<file path="src/rtl/dmem_port_arbiter_pkg.sv">
`default_nettype none
// ============================================================================
// Module      : dmem_port_arbiter_pkg
// Description : Shared types for the data-memory port arbiter: response owner,
//               return-pipeline tag and memory command payload.
// Revision    : 1.0 - initial release
// ============================================================================
package dmem_port_arbiter_pkg;

  // Widest address/data the command struct can carry; narrower ports are
  // zero-extended into it and sliced back out at the memory side.
  localparam int c_MAX_ADDR_WIDTH = 64;
  localparam int c_MAX_DATA_WIDTH = 64;

  typedef enum logic {
    OWN_LSU = 1'b0,
    OWN_AUX = 1'b1
  } mem_owner_e;

  typedef struct packed {
    logic       valid;
    mem_owner_e owner;
  } mem_rsp_tag_t;

  typedef struct packed {
    logic                            we;
    logic [c_MAX_ADDR_WIDTH-1:0]     addr;
    logic [c_MAX_DATA_WIDTH-1:0]     wdata;
    logic [c_MAX_DATA_WIDTH/8-1:0]   wstrb;
  } mem_req_t;

endpackage
`default_nettype wire

</file>
<file path="src/rtl/dmem_port_arbiter_if.sv">
`default_nettype none
// ============================================================================
// Module      : dmem_port_arbiter_if
// Description : Bundle of the LSU, auxiliary and memory-side signals of the
//               data-memory port arbiter.
// Revision    : 1.0 - initial release
// ============================================================================
interface dmem_port_arbiter_if #(
  parameter int ADDR_WIDTH = 64,
  parameter int DATA_WIDTH = 64
);
  localparam int STRB_WIDTH = DATA_WIDTH / 8;

  logic                  lsu_req_i;
  logic                  lsu_we_i;
  logic [ADDR_WIDTH-1:0] lsu_addr_i;
  logic [DATA_WIDTH-1:0] lsu_wdata_i;
  logic [STRB_WIDTH-1:0] lsu_wstrb_i;
  logic                  lsu_gnt_o;
  logic                  lsu_rvalid_o;
  logic [DATA_WIDTH-1:0] lsu_rdata_o;

  logic                  aux_req_i;
  logic                  aux_we_i;
  logic [ADDR_WIDTH-1:0] aux_addr_i;
  logic [DATA_WIDTH-1:0] aux_wdata_i;
  logic [STRB_WIDTH-1:0] aux_wstrb_i;
  logic                  aux_gnt_o;
  logic                  aux_rvalid_o;
  logic [DATA_WIDTH-1:0] aux_rdata_o;

  logic                  mem_en_o;
  logic                  mem_we_o;
  logic [ADDR_WIDTH-1:0] mem_addr_o;
  logic [DATA_WIDTH-1:0] mem_wdata_o;
  logic [STRB_WIDTH-1:0] mem_wstrb_o;
  logic [DATA_WIDTH-1:0] mem_rdata_i;

  logic                  stall_o;

  // Requesters and memory model side
  modport master (
    output lsu_req_i, lsu_we_i, lsu_addr_i, lsu_wdata_i, lsu_wstrb_i,
    input  lsu_gnt_o, lsu_rvalid_o, lsu_rdata_o,
    output aux_req_i, aux_we_i, aux_addr_i, aux_wdata_i, aux_wstrb_i,
    input  aux_gnt_o, aux_rvalid_o, aux_rdata_o,
    input  mem_en_o, mem_we_o, mem_addr_o, mem_wdata_o, mem_wstrb_o,
    output mem_rdata_i,
    input  stall_o
  );

  // Arbiter side
  modport slave (
    input  lsu_req_i, lsu_we_i, lsu_addr_i, lsu_wdata_i, lsu_wstrb_i,
    output lsu_gnt_o, lsu_rvalid_o, lsu_rdata_o,
    input  aux_req_i, aux_we_i, aux_addr_i, aux_wdata_i, aux_wstrb_i,
    output aux_gnt_o, aux_rvalid_o, aux_rdata_o,
    output mem_en_o, mem_we_o, mem_addr_o, mem_wdata_o, mem_wstrb_o,
    input  mem_rdata_i,
    output stall_o
  );

endinterface
`default_nettype wire

</file>
<file path="src/rtl/dmem_rsp_pipe.sv">
`default_nettype none
// ============================================================================
// Module      : dmem_rsp_pipe
// Description : Fixed-depth shift register of read-return tags; the last
//               stage lines up with the memory read data.
// Revision    : 1.0 - initial release
// ============================================================================
module dmem_rsp_pipe
  import dmem_port_arbiter_pkg::*;
#(
  parameter int DEPTH = 2
) (
  input  logic         clk_i,
  input  logic         rst_ni,
  input  mem_rsp_tag_t tag_i,
  output mem_rsp_tag_t tag_o
);

  mem_rsp_tag_t r_stage [DEPTH];

  // Shift tags one stage per cycle; reset drops everything in flight
  always_ff @(posedge clk_i) begin
    if (!rst_ni) begin
      for (int i = 0; i < DEPTH; i++) begin
        r_stage[i] <= '0;
      end
    end else begin
      r_stage[0] <= tag_i;
      for (int i = 1; i < DEPTH; i++) begin
        r_stage[i] <= r_stage[i-1];
      end
    end
  end

  assign tag_o = r_stage[DEPTH-1];

endmodule
`default_nettype wire

</file>
<file path="src/rtl/dmem_port_arbiter.sv">
`default_nettype none
// ============================================================================
// Module      : dmem_port_arbiter
// Description : Shares the data-memory port between the LSU and an auxiliary
//               requester. LSU has priority; a starvation counter forces an
//               aux grant after STARVE_LIMIT consecutive blocking LSU grants.
//               Read data is routed back to its owner after RD_LATENCY cycles.
// Revision    : 1.0 - initial release
// ============================================================================
module dmem_port_arbiter
  import dmem_port_arbiter_pkg::*;
#(
  parameter int ADDR_WIDTH   = 64,
  parameter int DATA_WIDTH   = 64,
  parameter int RD_LATENCY   = 2,
  parameter int STARVE_LIMIT = 4
) (
  input  logic                clk_i,
  input  logic                rst_ni,
  dmem_port_arbiter_if.slave  dmem
);

  localparam int         c_STRB_WIDTH   = DATA_WIDTH / 8;
  localparam logic [3:0] c_STARVE_LIMIT = 4'(STARVE_LIMIT);

  logic [3:0]   r_starve_cnt;
  logic         w_aux_force;
  logic         w_lsu_gnt;
  logic         w_aux_gnt;
  mem_req_t     w_lsu_req;
  mem_req_t     w_aux_req;
  mem_req_t     w_cmd;
  mem_rsp_tag_t w_tag_in;
  mem_rsp_tag_t w_tag_out;

  // Arbitration: LSU first unless aux has been starved long enough
  always_comb begin
    w_aux_force = dmem.aux_req_i && (r_starve_cnt == c_STARVE_LIMIT);
    w_lsu_gnt   = rst_ni && dmem.lsu_req_i && !w_aux_force;
    w_aux_gnt   = rst_ni && dmem.aux_req_i && (!dmem.lsu_req_i || w_aux_force);
  end

  // Count LSU grants that block a waiting aux; clear once aux is served or gone
  always_ff @(posedge clk_i) begin
    if (!rst_ni) begin
      r_starve_cnt <= 4'd0;
    end else if (!dmem.aux_req_i || w_aux_gnt) begin
      r_starve_cnt <= 4'd0;
    end else if (w_lsu_gnt && (r_starve_cnt != c_STARVE_LIMIT)) begin
      r_starve_cnt <= r_starve_cnt + 4'd1;
    end
  end

  // Command mux: winner's payload, all zero when nobody is granted
  always_comb begin
    w_lsu_req.we    = dmem.lsu_we_i;
    w_lsu_req.addr  = c_MAX_ADDR_WIDTH'(dmem.lsu_addr_i);
    w_lsu_req.wdata = c_MAX_DATA_WIDTH'(dmem.lsu_wdata_i);
    w_lsu_req.wstrb = (c_MAX_DATA_WIDTH/8)'(dmem.lsu_wstrb_i);
    w_aux_req.we    = dmem.aux_we_i;
    w_aux_req.addr  = c_MAX_ADDR_WIDTH'(dmem.aux_addr_i);
    w_aux_req.wdata = c_MAX_DATA_WIDTH'(dmem.aux_wdata_i);
    w_aux_req.wstrb = (c_MAX_DATA_WIDTH/8)'(dmem.aux_wstrb_i);
    w_cmd = '0;
    if (w_lsu_gnt) begin
      w_cmd = w_lsu_req;
    end else if (w_aux_gnt) begin
      w_cmd = w_aux_req;
    end
  end

  assign dmem.lsu_gnt_o   = w_lsu_gnt;
  assign dmem.aux_gnt_o   = w_aux_gnt;
  assign dmem.stall_o     = rst_ni && dmem.lsu_req_i && !w_lsu_gnt;
  assign dmem.mem_en_o    = w_lsu_gnt | w_aux_gnt;
  assign dmem.mem_we_o    = w_cmd.we;
  assign dmem.mem_addr_o  = w_cmd.addr[ADDR_WIDTH-1:0];
  assign dmem.mem_wdata_o = w_cmd.wdata[DATA_WIDTH-1:0];
  assign dmem.mem_wstrb_o = w_cmd.wstrb[c_STRB_WIDTH-1:0];

  // Only granted reads enter the return pipeline, tagged with their owner
  always_comb begin
    w_tag_in.valid = (w_lsu_gnt | w_aux_gnt) && !w_cmd.we;
    w_tag_in.owner = w_aux_gnt ? OWN_AUX : OWN_LSU;
  end

  dmem_rsp_pipe #(
    .DEPTH (RD_LATENCY)
  ) u_rsp_pipe (
    .clk_i  (clk_i),
    .rst_ni (rst_ni),
    .tag_i  (w_tag_in),
    .tag_o  (w_tag_out)
  );

  // Response demux; rvalid is masked while reset is held so nothing leaks out
  always_comb begin
    dmem.lsu_rvalid_o = rst_ni && w_tag_out.valid && (w_tag_out.owner == OWN_LSU);
    dmem.aux_rvalid_o = rst_ni && w_tag_out.valid && (w_tag_out.owner == OWN_AUX);
    dmem.lsu_rdata_o  = dmem.lsu_rvalid_o ? dmem.mem_rdata_i : '0;
    dmem.aux_rdata_o  = dmem.aux_rvalid_o ? dmem.mem_rdata_i : '0;
  end

endmodule
`default_nettype wire

</file>
<file path="src/flat_wrapper.sv">
// flat-port wrapper written by rule: the top's interface ports become plain ports
module dmem_port_arbiter_flat import dmem_port_arbiter_pkg::*;
#(
  parameter int ADDR_WIDTH   = 64,
  parameter int DATA_WIDTH   = 64,
  parameter int RD_LATENCY   = 2,
  parameter int STARVE_LIMIT = 4
)
  (clk_i, rst_ni, dmem_lsu_req_i, dmem_lsu_we_i, dmem_lsu_addr_i, dmem_lsu_wdata_i, dmem_lsu_wstrb_i, dmem_lsu_gnt_o, dmem_lsu_rvalid_o, dmem_lsu_rdata_o, dmem_aux_req_i, dmem_aux_we_i, dmem_aux_addr_i, dmem_aux_wdata_i, dmem_aux_wstrb_i, dmem_aux_gnt_o, dmem_aux_rvalid_o, dmem_aux_rdata_o, dmem_mem_en_o, dmem_mem_we_o, dmem_mem_addr_o, dmem_mem_wdata_o, dmem_mem_wstrb_o, dmem_mem_rdata_i, dmem_stall_o);
  dmem_port_arbiter_if #(.ADDR_WIDTH(ADDR_WIDTH), .DATA_WIDTH(DATA_WIDTH)) dmem_i ();
  input  logic clk_i;
  input  logic rst_ni;
  input wire logic [$bits(dmem_i.lsu_req_i)-1:0] dmem_lsu_req_i;
  input wire logic [$bits(dmem_i.lsu_we_i)-1:0] dmem_lsu_we_i;
  input wire logic [$bits(dmem_i.lsu_addr_i)-1:0] dmem_lsu_addr_i;
  input wire logic [$bits(dmem_i.lsu_wdata_i)-1:0] dmem_lsu_wdata_i;
  input wire logic [$bits(dmem_i.lsu_wstrb_i)-1:0] dmem_lsu_wstrb_i;
  output wire logic [$bits(dmem_i.lsu_gnt_o)-1:0] dmem_lsu_gnt_o;
  output wire logic [$bits(dmem_i.lsu_rvalid_o)-1:0] dmem_lsu_rvalid_o;
  output wire logic [$bits(dmem_i.lsu_rdata_o)-1:0] dmem_lsu_rdata_o;
  input wire logic [$bits(dmem_i.aux_req_i)-1:0] dmem_aux_req_i;
  input wire logic [$bits(dmem_i.aux_we_i)-1:0] dmem_aux_we_i;
  input wire logic [$bits(dmem_i.aux_addr_i)-1:0] dmem_aux_addr_i;
  input wire logic [$bits(dmem_i.aux_wdata_i)-1:0] dmem_aux_wdata_i;
  input wire logic [$bits(dmem_i.aux_wstrb_i)-1:0] dmem_aux_wstrb_i;
  output wire logic [$bits(dmem_i.aux_gnt_o)-1:0] dmem_aux_gnt_o;
  output wire logic [$bits(dmem_i.aux_rvalid_o)-1:0] dmem_aux_rvalid_o;
  output wire logic [$bits(dmem_i.aux_rdata_o)-1:0] dmem_aux_rdata_o;
  output wire logic [$bits(dmem_i.mem_en_o)-1:0] dmem_mem_en_o;
  output wire logic [$bits(dmem_i.mem_we_o)-1:0] dmem_mem_we_o;
  output wire logic [$bits(dmem_i.mem_addr_o)-1:0] dmem_mem_addr_o;
  output wire logic [$bits(dmem_i.mem_wdata_o)-1:0] dmem_mem_wdata_o;
  output wire logic [$bits(dmem_i.mem_wstrb_o)-1:0] dmem_mem_wstrb_o;
  input wire logic [$bits(dmem_i.mem_rdata_i)-1:0] dmem_mem_rdata_i;
  output wire logic [$bits(dmem_i.stall_o)-1:0] dmem_stall_o;
  assign dmem_i.lsu_req_i = dmem_lsu_req_i;
  assign dmem_i.lsu_we_i = dmem_lsu_we_i;
  assign dmem_i.lsu_addr_i = dmem_lsu_addr_i;
  assign dmem_i.lsu_wdata_i = dmem_lsu_wdata_i;
  assign dmem_i.lsu_wstrb_i = dmem_lsu_wstrb_i;
  assign dmem_lsu_gnt_o = dmem_i.lsu_gnt_o;
  assign dmem_lsu_rvalid_o = dmem_i.lsu_rvalid_o;
  assign dmem_lsu_rdata_o = dmem_i.lsu_rdata_o;
  assign dmem_i.aux_req_i = dmem_aux_req_i;
  assign dmem_i.aux_we_i = dmem_aux_we_i;
  assign dmem_i.aux_addr_i = dmem_aux_addr_i;
  assign dmem_i.aux_wdata_i = dmem_aux_wdata_i;
  assign dmem_i.aux_wstrb_i = dmem_aux_wstrb_i;
  assign dmem_aux_gnt_o = dmem_i.aux_gnt_o;
  assign dmem_aux_rvalid_o = dmem_i.aux_rvalid_o;
  assign dmem_aux_rdata_o = dmem_i.aux_rdata_o;
  assign dmem_mem_en_o = dmem_i.mem_en_o;
  assign dmem_mem_we_o = dmem_i.mem_we_o;
  assign dmem_mem_addr_o = dmem_i.mem_addr_o;
  assign dmem_mem_wdata_o = dmem_i.mem_wdata_o;
  assign dmem_mem_wstrb_o = dmem_i.mem_wstrb_o;
  assign dmem_i.mem_rdata_i = dmem_mem_rdata_i;
  assign dmem_stall_o = dmem_i.stall_o;
  dmem_port_arbiter #(.ADDR_WIDTH(ADDR_WIDTH), .DATA_WIDTH(DATA_WIDTH), .RD_LATENCY(RD_LATENCY), .STARVE_LIMIT(STARVE_LIMIT)) u_core (.clk_i(clk_i), .rst_ni(rst_ni), .dmem(dmem_i));
endmodule
</file>
<file path="config.mk">
export PLATFORM = sky130hd
export DESIGN_NAME = dmem_port_arbiter_flat
export DESIGN_NICKNAME = d
export VERILOG_FILES = /design/src/rtl/dmem_port_arbiter_pkg.sv /design/src/rtl/dmem_port_arbiter_if.sv /design/src/rtl/dmem_rsp_pipe.sv /design/src/rtl/dmem_port_arbiter.sv /design/src/flat_wrapper.sv
export SDC_FILE = /design/constraint.sdc
export NUM_CORES = 1
export LEC_CHECK = 0
export CORE_AREA = 5 5 238 240
export DETAILED_ROUTE_END_ITERATION = 6
export DIE_AREA = 0 0 243 245
export SETUP_SLACK_MARGIN = 0.2
export SYNTH_ARGS = -nofsm -noshare
export SYNTH_HDL_FRONTEND = slang
export SYNTH_SLANG_ARGS = --single-unit
export TNS_END_PERCENT = 20
</file>
<file path="constraint.sdc">
create_clock -name clk_i -period 4.3 [get_ports clk_i]
set_input_delay 0.86 -clock clk_i [delete_from_list [all_inputs] [get_ports clk_i]]
set_output_delay 0.86 -clock clk_i [all_outputs]
set_load 0.01 [all_outputs]
</file>
**Word-level counts from Yosys, hierarchy flattened**

Memory sizes are Yosys's and may differ from the RTL's.
Index checks and enable logic that the tools add are counted.

- Register bits after elaboration: 4
- Memory bits (writable): 4
- Input port bits: 342
- Output and inout port bits: 271
- Logic and storage cells: 38
- Memories kept: 1

- Add/sub/neg operators: 1
- Eq/ne operators: 2
- Mux-type cells: 9
- Bitwise logic cells: 5
- Reductions and logical operators: 19

Memories:

| memory | depth | width | read ports | clocked after memory_dff | wr ports | line | source |
|---|---|---|---|---|---|---|---|
| u_core.u_rsp_pipe.r_stage | 2 | 2 | 2 | 0 | 2 | dmem_rsp_pipe.sv:19 | `mem_rsp_tag_t r_stage [DEPTH];` |

Operators by type and width:

| cell | count |
|---|---|
| 137-bit two-way mux | 2 |
| 64-bit two-way mux | 2 |
| 1-bit logical AND | 11 |
| 1-bit zero test | 5 |
| 4-bit by 1-bit adder with 4-bit output (second input constant) | 1 |
| 4-bit by 3-bit == test with 1-bit output (second input constant) | 1 |
| 2-bit two-way mux | 2 |
| 4-bit by 3-bit != test with 1-bit output (second input constant) | 1 |
| 1-bit two-way mux | 3 |
| 1-bit OR | 3 |
| 1-bit logical OR | 2 |
| 1-bit inverter | 2 |
| 2-bit OR reduction | 1 |

**Logic depth before layout (Yosys ltp)**

Gate-level depths: netlist of run 1.

- Word-level depth: 9
- Gate-level depth with buffers: 7

**Cells and area by module**

From an unflattened synthesis of run 1, not the netlist that was laid out.

- Cell total of the unflattened synthesis: 349
- Area total of the unflattened synthesis: 2,691.3 µm²

Modules (own cells, without submodules):

| module | instances | cells an instance | area an instance (µm²) |
|---|---|---|---|
| dmem_port_arbiter | 1 | 339 | 2,571.2 |
| dmem_rsp_pipe | 1 | 10 | 120.1 |

**Worst setup path after synthesis of run 1**

No wires, ideal clock.

- Kind: input -> output
- Start: input dmem_aux_req_i
- End: output dmem_mem_addr_o[45]
- Data arrival time: 1.691 ns
- Data required time: 3.440 ns
- Slack: 1.749 ns
- Cell stages on the path: 5
- Cells stage by stage: inv_1 o211a_1 buf_2 buf_6 a22o_1

- Cells in the longest elaborated chain, start to end: 5
- Elaborated cells on any way between the ends: 8
- Those cells by class: 2 x mux; 6 x reduce/logical

Ends and longest elaborated chain:

| item | line | source |
|---|---|---|
| start: declaration | flat_wrapper.sv:21 | `input wire logic [$bits(dmem_i.aux_req_i)-1:0] dmem_aux_req_i;` |
| 1-bit logical AND | dmem_port_arbiter.sv:38 | `w_aux_force = dmem.aux_req_i && (r_starve_cnt == c_STARVE_LIMIT);` |
| 1-bit logical OR | dmem_port_arbiter.sv:40 | `w_aux_gnt = rst_ni && dmem.aux_req_i && (!dmem.lsu_req_i \|\| w_aux_force);` |
| 1-bit logical AND | dmem_port_arbiter.sv:40 |  |
| 137-bit two-way mux | dmem_port_arbiter.sv:67 | `end else if (w_aux_gnt) begin` |
| 137-bit two-way mux * | dmem_port_arbiter.sv:65 | `if (w_lsu_gnt) begin` |
| end: declaration | flat_wrapper.sv:31 | `output wire logic [$bits(dmem_i.mem_addr_o)-1:0] dmem_mem_addr_o;` |

Mark *: on every way between the ends. The rest lies on a longest branch, timed or not.

**Final worst setup path of run 1**

- Start: input dmem_lsu_req_i
- End: output dmem_mem_addr_o[17]

- Cells in the longest elaborated chain, start to end: 5
- Elaborated cells on any way between the ends: 7
- Those cells by class: 2 x mux; 5 x reduce/logical

Ends and longest elaborated chain:

| item | line | source |
|---|---|---|
| start: declaration | flat_wrapper.sv:13 | `input wire logic [$bits(dmem_i.lsu_req_i)-1:0] dmem_lsu_req_i;` |
| 1-bit zero test | dmem_port_arbiter.sv:40 |  |
| 1-bit logical OR | dmem_port_arbiter.sv:40 |  |
| 1-bit logical AND | dmem_port_arbiter.sv:40 |  |
| 137-bit two-way mux | dmem_port_arbiter.sv:67 |  |
| 137-bit two-way mux * | dmem_port_arbiter.sv:65 |  |

Marks and branches as above.

==> key figures, run 1 <==
Yosys
  • Post-synth top area share: 45.8%
  • Post-synth EDFFs: 0
  • Mapped Avg Cell Area: 7.57 sq um
  • Sequential fraction of the synthesis area: 6.12%
  • Synth Cell Area: 2620 sq um
  • Top FF cell, synth: dfxtp_1
  • FFs w/ async S/R, synth: 0%
  • Number of synthesized register bits: 8
  • Total of warnings raised by yosys: 0
  • Synth unique cells: 22
  • Synth top area cells: a22o_1, and2_1, dfxtp_1
  • Post-Syn Nets: 690
  • Area leader, netlist: a22o_1
  • Mapped Cells: 346

Power and ir drop
  • Internal Power: 720 uW
  • Worst VDD drop: around 0.000091 V
  • Seq pwr share: between 7 and 8%
  • Pwr/cell area: 106 nW/um^2
  • Total power: between 1 and 1.5 mW
  • Switching power: 327 uW
  • Sw Share: 31.3%
  • Comb pwr share: 77.8%
  • Part of the power in the clock network: 14.8%
  • LEAKAGE: 3.55 nW

Status
  • Status: finished, final reports clean

Worst setup path
  • Required time of the critical path: about 3400 ps
  • Reg2reg path depth: 6
  • Crit-path max FO: 70
  • Crit path DAT: between 3000 and 4000 ps
  • CP peak stage delay: approximately 630 ps
  • Top delay family on crit path: buffers and inverters
  • CP dominant cell by count: clkdlybuf4s50_1
  • Startpoint Class: input port
  • Bufs and invs on worst path: 3
  • CP endpoint kind: primary output
  • CP max-delay cell: clkdlybuf4s50_1
  • Crit Path Category: input port to primary output
  • Worst-path cell chain: clkdlybuf4s50_1 > o211a_4 > buf_12 > a22o_1 > clkdlybuf4s50_1
  • Reg2reg setup slack: approximately 2700 ps
  • Critical R2R Launch: u_core.r_starve_cnt[0]$_SDFFE_PP0P_
  • R2R Path End: u_core.u_rsp_pipe.r_stage[0][1]$_SDFF_PN0_

STA
  • Setup Skew: between 0.2 and 0.3 ps
  • Fin crit period: between 3000 and 4000 ps
  • Max Slew Vio Count: 0
  • Period utilization: 92.5%
  • Final Worst Setup Slack: 321 ps
  • Setup_tns: 0 ps
  • RSZ-0062 raised after global routing: false
  • Final setup viols: 0
  • Worst-Margin Slew: 360 ps
  • Final Hold Fails: 0
  • F_max: 251 MHz
  • Relative slew margins: 76.0%

Clock network
  • Worst skew pair latency: 230 ps
  • Clock root buffer master: clkbuf_16
  • Clock buffer depth: 2
  • Number of buffers added for setup after CTS: 0
  • CTS Hold Buffers Added: 0
  • TritonCTS clock tree: built
  • Clk pin slew, worst setup/hold paths: 40 ps
  • H-Tree Level Count: 1
  • Post-CTS Resized: 0
  • Clock sink count: 8
  • CTS buffer count: 3

Cells and area
  • Layout cells sized above 1: 5.36%
  • Nets: 1,278
  • P&R area growth vs syn: 277%
  • Post-route cell area: 9870 sq um
  • Utilization after layout: approximately 18%

Floorplanning
  • IO Pins: 613
  • Die Area: approximately 60,000 sq um
  • Die Y: 245 microns
  • Total core area: 54,400 sq um
  • FP Rows: 86
  • Die width: roughly 240 microns
  • Initial Utilization: 4.81%

Detailed routing
  • First-pass detailed-route iteration total: 5
  • Post-Route WL: 37.5 mm
  • Vias: 5,398
  • DRC errors left: 0
  • Antenna Nets Post-Route: 0
  • Initial DRC count: 179
  • DR vias/cell: 3.28
  • WL per Instance: between 20 and 25 microns

GRT
  • Total gr overflow: 0
  • First-pass GRT wire length: 47.8 mm
  • Vias in the first global route: 5,554
  • GRT Total Usage: 11.6%
  • Initial antenna violation count: 26
  • Largest net degree at the start of global routing: between 70 and 80

Place
  • IO Port Bufs: 612
  • Gpl congestion: 0.894
  • Dpl ws: 252 ps
  • Placed Area: 9760 sq um
  • Dpl hpwl: roughly 35 mm

Run
  • Maxcap violations: 0

Min path
  • WHS Path Cells: 1
  • Worst hold path endpoint: u_core.u_rsp_pipe.r_stage[0][3]$_SDFF_PN0_
  • Hold crit path type: register to register
  • Worst Hold Launch: u_core.u_rsp_pipe.r_stage[0][1]$_SDFF_PN0_
kinds of logic after synthesis:
group | count (synthesis) | synth area share, %
compound gates | 142 | 47.3
xor+xnor | 2 | 0.669
fa+ha+maj | 2 | 0.956
buf+inv | 49 | 11.1
flops | 8 | 6.12
simple gates | 143 | 33.8
metal layers:
layer / part of all wire (%) / up-vias / GRT usage (%)
met3: 13 / 56 / 6.77
met4: 3.9 / 14 / 4.31
met2: 47 / 434 / 19.6
met5: 0.22 / - / 0
met1: 36 / 2422 / 11.9
li1: - / 2472 / -
cell usage after synthesis (2+ instances only):
library cell / number
inv_1: 5
a22o_1: 137
ha_1: 2
buf_1: 2
dfxtp_1: 8
nor2_1: 6
buf_2: 14
and2_1: 130
buf_6: 12
clkbuf_1: 16
nand3_1: 2
nand2_1: 2
power groups by stage:
stage | Combinational, mW | Sequential, mW | Clock [mW]
5_1_grt | 0.863 | 0.0783 | 0.165
2_1_floorplan | 0.189 | 0.0788 | 0
4_1_cts | 0.834 | 0.0782 | 0.159
3_5_place_dp | 0.832 | 0.0793 | 0
3_3_place_gp | 0.826 | 0.0791 | 0
6_report | 0.815 | 0.0781 | 0.155
sequential cells by signal, summed over array words and instances, names as in the netlist:
signal and count:
u_core.r_starve_cnt 4, u_core.u_rsp_pipe.r_stage 4
worst max path at each step:
stage | depth (start not counted) | end | slack, ps | start
finish | 5 | dmem_mem_addr_o[17] | 320 | dmem_lsu_req_i
global route | 5 | dmem_mem_addr_o[18] | 220 | dmem_lsu_req_i
CTS | 7 | dmem_mem_addr_o[18] | 240 | rst_ni
detailed placement | 7 | dmem_mem_addr_o[18] | 250 | rst_ni
global placement | 7 | dmem_mem_addr_o[18] | 240 | rst_ni
floorplan | 5 | dmem_mem_addr_o[45] | 1750 | dmem_aux_req_i
stage by stage:
step,instances,hold WS (ps)
final,1648,429
after detailed placement,1633,429
after floorplan,346,412
after global placement,1633,419
after CTS,1636,437
after global routing,1645,458
placed cells by master, fill, tap and decap left out, types with 2 or more instances in the layout:
| cell | netlist | layout |
|---|---|---|
| a22o_1 | 137 | 137 |
| and2_1 | 130 | 130 |
| buf_12 | 0 | 27 |
| buf_4 | 0 | 15 |
| clkbuf_16 | 0 | 3 |
| clkdlybuf4s50_1 | 0 | 584 |
| dfxtp_1 | 8 | 8 |
| diode_2 | 0 | 12 |
| ha_1 | 2 | 2 |
| inv_1 | 5 | 5 |
| nand2_1 | 2 | 2 |
| nand3_1 | 2 | 2 |
| nor2_1 | 6 | 5 |
final cells by class:
type	instances	area, sq um
clock buffers	3	75.1
multi-input cells	289	2190
well taps	704	881
repair buffers	627	6510
inverters	5	18.8
flip-flops and latches	8	160
fillers	6066	44600
diodes	12	30.0
Power figures use the tool's default switching activity.
==> run 2: changes to the inputs <==
Settings changed: CAP_MARGIN set to 30.
==> results of run 2 <==
No change in the layout: final DEF, timing and power equal those of run 1.
==> run 3: changes to the inputs <==
Settings changed: SKIP_CTS_REPAIR_TIMING set to 1.
==> results of run 3 <==
No change in the layout: final DEF, timing and power equal those of run 1.
